===== config.mk =====
export PLATFORM = sky130hd
export DESIGN_NAME = pri_irq_ctrl
export DESIGN_NICKNAME = d
export VERILOG_FILES = /design/src/rtl/pri_irq_pkg.sv /design/src/rtl/pri_rotate_enc.sv /design/src/rtl/pri_irq_ctrl.sv
export SDC_FILE = /design/constraint.sdc
export NUM_CORES = 1
export LEC_CHECK = 0
export CAP_MARGIN = 20
export CORE_MARGIN = 2
export CORE_UTILIZATION = 52
export CTS_BUF_LIST = sky130_fd_sc_hd__clkbuf_8
export DETAILED_ROUTE_END_ITERATION = 6
export GPL_TIMING_DRIVEN = 1
export PLACE_DENSITY = 0.89
export SETUP_SLACK_MARGIN = 0.15
export SLEW_MARGIN = 0
export SYNTH_ARGS = -nofsm -noshare
export SYNTH_HDL_FRONTEND = slang
export SYNTH_SLANG_ARGS = --single-unit

===== constraint.sdc =====
create_clock -name clk -period 4.5 [get_ports clk]
set_clock_uncertainty 0.2 [all_clocks]
set_input_delay 0.9 -clock clk [delete_from_list [all_inputs] [get_ports clk]]
set_output_delay 0.9 -clock clk [all_outputs]
set_load 0.005 [all_outputs]

===== src/rtl/pri_irq_pkg.sv =====
// Shared definitions for the priority interrupt controller.
//   MODE_FIXED / MODE_RR : encodings of the 'mode' input.
//   clog2()              : index-width helper used to derive W from N.
package pri_irq_pkg;

  localparam logic MODE_FIXED = 1'b0;
  localparam logic MODE_RR    = 1'b1;

  // Minimum of 1 bit so a degenerate channel count still yields a legal vector.
  function automatic int unsigned clog2(input int unsigned v);
    return (v <= 1) ? 1 : $clog2(v);
  endfunction

endpackage


===== src/rtl/pri_rotate_enc.sv =====
// Generalised (rotatable) priority encoder, purely combinational.
//   eligible : N request bits to arbitrate between
//   rr_ptr   : rotation point; used only in round-robin mode
//   mode     : MODE_FIXED = highest index wins, MODE_RR = search from rr_ptr-1 downwards
//   idx      : winning channel index (0 when none)
//   any      : at least one eligible bit is set
module pri_rotate_enc
  import pri_irq_pkg::*;
#(
  parameter int unsigned N = 8,
  parameter int unsigned W = clog2(N)
) (
  input  logic [N-1:0] eligible,
  input  logic [W-1:0] rr_ptr,
  input  logic         mode,
  output logic [W-1:0] idx,
  output logic         any
);

  int start;
  int cand;

  // Search order is start-1, start-2, ... wrapping, ending at start. Walking from the
  // lowest-priority slot upwards and letting later hits overwrite keeps it latch-free.
  always_comb begin
    idx   = '0;
    any   = 1'b0;
    cand  = 0;
    start = (mode == MODE_RR) ? int'(rr_ptr) % int'(N) : 0;
    for (int k = int'(N) - 1; k >= 0; k--) begin
      cand = (start + int'(N) - 1 - k) % int'(N);
      if (eligible[cand[W-1:0]]) begin
        idx = cand[W-1:0];
        any = 1'b1;
      end
    end
  end

endmodule


===== src/rtl/pri_irq_ctrl.sv =====
// Registered N-input priority encoder / interrupt controller.
//   clk, rst_n : clock, asynchronous active-low reset
//   req        : raw request lines
//   edge_sel   : per channel 1 = rising-edge capture, 0 = level capture
//   mask       : per channel grant enable
//   mode       : MODE_FIXED or MODE_RR
//   ack        : consumer has serviced channel y
//   y, valid   : granted index and its live flag (held until acked)
//   pending    : captured-request register
module pri_irq_ctrl
  import pri_irq_pkg::*;
#(
  parameter int unsigned N = 8,
  parameter int unsigned W = clog2(N)
) (
  input  logic         clk,
  input  logic         rst_n,
  input  logic [N-1:0] req,
  input  logic [N-1:0] edge_sel,
  input  logic [N-1:0] mask,
  input  logic         mode,
  input  logic         ack,
  output logic [W-1:0] y,
  output logic         valid,
  output logic [N-1:0] pending
);

  logic [N-1:0] pending_q, pending_d;
  logic [N-1:0] req_q;
  logic [W-1:0] y_q, y_d;
  logic         valid_q, valid_d;
  logic [W-1:0] rr_ptr_q, rr_ptr_d;

  logic [N-1:0] set, clr, eligible;
  logic [W-1:0] win_idx;
  logic         win_any;
  logic         accept;

  assign accept   = valid_q & ack;
  assign eligible = pending_q & mask;

  pri_rotate_enc #(
    .N (N),
    .W (W)
  ) u_enc (
    .eligible (eligible),
    .rr_ptr   (rr_ptr_q),
    .mode     (mode),
    .idx      (win_idx),
    .any      (win_any)
  );

  // Capture: set is OR-ed in after the clear so a coincident new event survives.
  always_comb begin
    set       = (edge_sel & req & ~req_q) | (~edge_sel & req);
    clr       = accept ? ({{(N-1){1'b0}}, 1'b1} << y_q) : '0;
    pending_d = (pending_q & ~clr) | set;
  end

  // Grant lock: a live grant only moves on ack, and then always through a bubble.
  always_comb begin
    y_d      = y_q;
    valid_d  = valid_q;
    rr_ptr_d = rr_ptr_q;
    if (valid_q) begin
      if (ack) begin
        valid_d  = 1'b0;
        y_d      = '0;
        rr_ptr_d = y_q;
      end
    end else if (win_any) begin
      valid_d = 1'b1;
      y_d     = win_idx;
    end else begin
      y_d = '0;
    end
  end

  always_ff @(posedge clk or negedge rst_n) begin
    if (!rst_n) begin
      pending_q <= '0;
      req_q     <= '0;
      y_q       <= '0;
      valid_q   <= 1'b0;
      rr_ptr_q  <= '0;
    end else begin
      pending_q <= pending_d;
      req_q     <= req;
      y_q       <= y_d;
      valid_q   <= valid_d;
      rr_ptr_q  <= rr_ptr_d;
    end
  end

  assign y       = y_q;
  assign valid   = valid_q;
  assign pending = pending_q;

endmodule

==> metrics.cfg <==
[sta]
slew_violations=0
setup_viol=0
finalHoldViolCount=0
fin_crit_ns=4.023
maxSlewHeadroom_pct=51.99
rsz0062_at_grt=false
worst_pin_slew_ns=0.7002
period_share_pct=89.41
fmax_mhz=248.6
setup_tns_ns=0
fin_ws_ns=0.4767

[cells_and_area]
regArea_um2=575.6
fin_cells=271
n_antenna_cell=0
fin_nets=258
drive_gt1_share_pct=11.45
multiInputGateArea_um2=1070
fillers=236
area_delta_synth_final_pct=30.02

[die]
row_count=20
pin_count=40
core_area_um2=3078
dieArea_um2=3717
die_h_um=60.97
fp.dieW_um=60.97
initial_core_util_pct=54.84

[logic_synthesis]
yosysMostFrequentCell=nand2_1
yosys_warnings=0
synth_top_cells_by_area=dfrtp_1, mux2i_1, nand2_1
synth-edff-count=0
async_flop_share_pct=100.0
yosysUniqueCellTypes=50
syn_area_um2=1688
yosysTopAreaCellShare_pct=34.10
yosys-top-cells-count=nand2_1, dfrtp_1, nor2_1
synth_cells=184
syn-mean-instance-area_um2=9.173
synthFlopType=dfrtp_1
yosys.area.top_type=dfrtp_1
synth_nets=214
ys_ff_latch=23
ys_seq_area_share_pct=34.10

[detailed_routing]
remaining_drc_errors=0
wl_per_cell_um=16.64
routed_wl_um=4509
detail-route-antenna-nets=0
firstDrtPassIters=4
drtIter0Drc=143
dr_total_vias=1621
avgViaCountPerCell=5.982

[place]
port_buffers=39
dp_cells=266
gp_congestion=0.8902
dpl.hpwl_um=3466
post-place-ws_ns=0.2388

[worst_setup_path]
r2r_slack_ns=1.38
cp_max_fo=12
cp.required_ns=4.46
worstReg2RegStart=rr_ptr_q[1]
path_buf_inv=2
end_kind=flip-flop
setup.worst_path.start_class=input port
critPathTopFamily=simple AND/OR/NAND/NOR gates
cpMostUsedCell=and2_1
cp-startpoint=mode
cpMaxStageDelayCell=clkdlybuf4s50_1
cpPeakStageDelay_ns=0.64
cp.arrival_ns=3.98
path_cells=clkdlybuf4s50_1 > and2_2 > inv_1 > ha_1 > a21bo_2 > and2_1 > mux2_2 > and2_1 > nor3_1 > a41o_2 > a31oi_1 > a32o_1
path_class=in2reg

[global_route]
grt_max_degree=24
grt_pass1_vias=1578
grt_pass1_wl_um=7169
grt_usage_pct=26.18
gr-total-overflow=0
antenna_found_initial=0

[status]
status=completed

[cts]
htreeDepth=1
post_cts_buffers=0
ctsHoldBuffers=0
root_buffer=clkbuf_8
clk_pin_slew_ns=0.09
clock_sinks=23
numCtsBuffers=3
cts_resized=0
clk_path_buf_depth=2
insertion_delay_ns=0.27
cts_tree=done

[power_and_ir_drop]
cellPowerDensity_nw_per_um2=592.9
vdd_drop_max_mv=0.4009
power_leakage_uw=0.0008958

[worst_hold_path]
min_path_type=reg2reg
hold_start=rr_ptr_q[1]

[job]
maxCapViolCount=0

power by group:
| part | leakage [uW] | switching [uW] | internal [uW] | total, uW |
|---|---|---|---|---|
| Clock | 0.0000217 | 69.9 | 62.7 | 133 |
| Sequential | 0.000253 | 63.8 | 255 | 319 |
| Combinational | 0.000621 | 448 | 402 | 850 |
| Total | 0.000896 | 581 | 720 | 1300 |
per-layer routing:
| layer | share of wire (%) | routed length [um] | global-route usage, % | vias to the layer above |
|---|---|---|---|---|
| li1 | - | - | - | 778 |
| met1 | 45 | 2031 | 33.97 | 774 |
| met2 | 49 | 2199 | 44.55 | 60 |
| met3 | 5.3 | 237 | 4.904 | 9 |
| met4 | 0.91 | 41 | 8.075 | 0 |
| met5 | 0 | 0 | 0 | - |
cells in the final DEF, fill, tap and decap left out, types with 2 or more instances in the layout:
cell type        instances
o31ai_1                  2
mux2_2                   3
nor2_1                  17
o32ai_1                  2
nor2b_1                  3
dfrtp_1                 23
o221ai_1                 2
a22o_1                   9
and2_1                   2
nor3_1                   2
mux2i_1                 15
nand2b_1                 2
inv_1                    2
ha_1                     2
nand3_1                 12
clkbuf_8                 3
buf_4                    3
o21ai_0                  8
o211ai_1                 5
clkdlybuf4s50_1         39
a31oi_1                  3
mux2i_2                  5
a21oi_1                  6
nand2_1                 30
final cells by class:
class,count,share of cell area [%]
inverter,4,0.7982
timing repair buffer,43,19.50
sequential,23,26.23
clock buffer,3,1.881
tap,44,2.509
multi-input combinational,153,48.75
clock inverter,1,0.3421
per-stage QoR:
step                power, uW  cell area, um^2  utilization, %  hold slack (ns)
floorplan               920.1             1688               -           0.2710
global placement         1140             2131           69.23           0.2905
detailed placement       1151             2131           69.23           0.3168
CTS                      1289             2180           70.81           0.3360
global route             1392             2195           71.30           0.3615
finish                   1301             2195           71.30           0.3456
final timing paths:
| check | endpoint | cells past startpoint |
|---|---|---|
| worst max-delay path | y[0] | 12 |
| worst min-delay path | rr_ptr_q[1] | 1 |
| worst max register to register | y[0] | 10 |
| worst min register to register | rr_ptr_q[1] | 1 |
| max in group asynchronous | y[0] | 2 |
| min in group asynchronous | pending[0] | 1 |
logic make-up (layout without fill, tap and decap cells):
group | Yosys count | in the layout | synth area share [%]
AND/OR/NAND/NOR | 77 | 77 | 21.80
AO/OA/AOI/OAI | 48 | 48 | 21.05
multiplexers | 25 | 25 | 17.64
flip-flops | 23 | 23 | 34.10
buffers and inverters | 8 | 51 | 2.520
adder cells (fa/ha/maj) | 2 | 2 | 1.482
XOR/XNOR | 1 | 1 | 1.408
flip-flops by register name, indices dropped and copies added (netlist names):
signal / flops
rr_ptr_q: 3
y: 3
req_q: 8
pending: 8
valid: 1
Power figures use the tool's default switching activity.
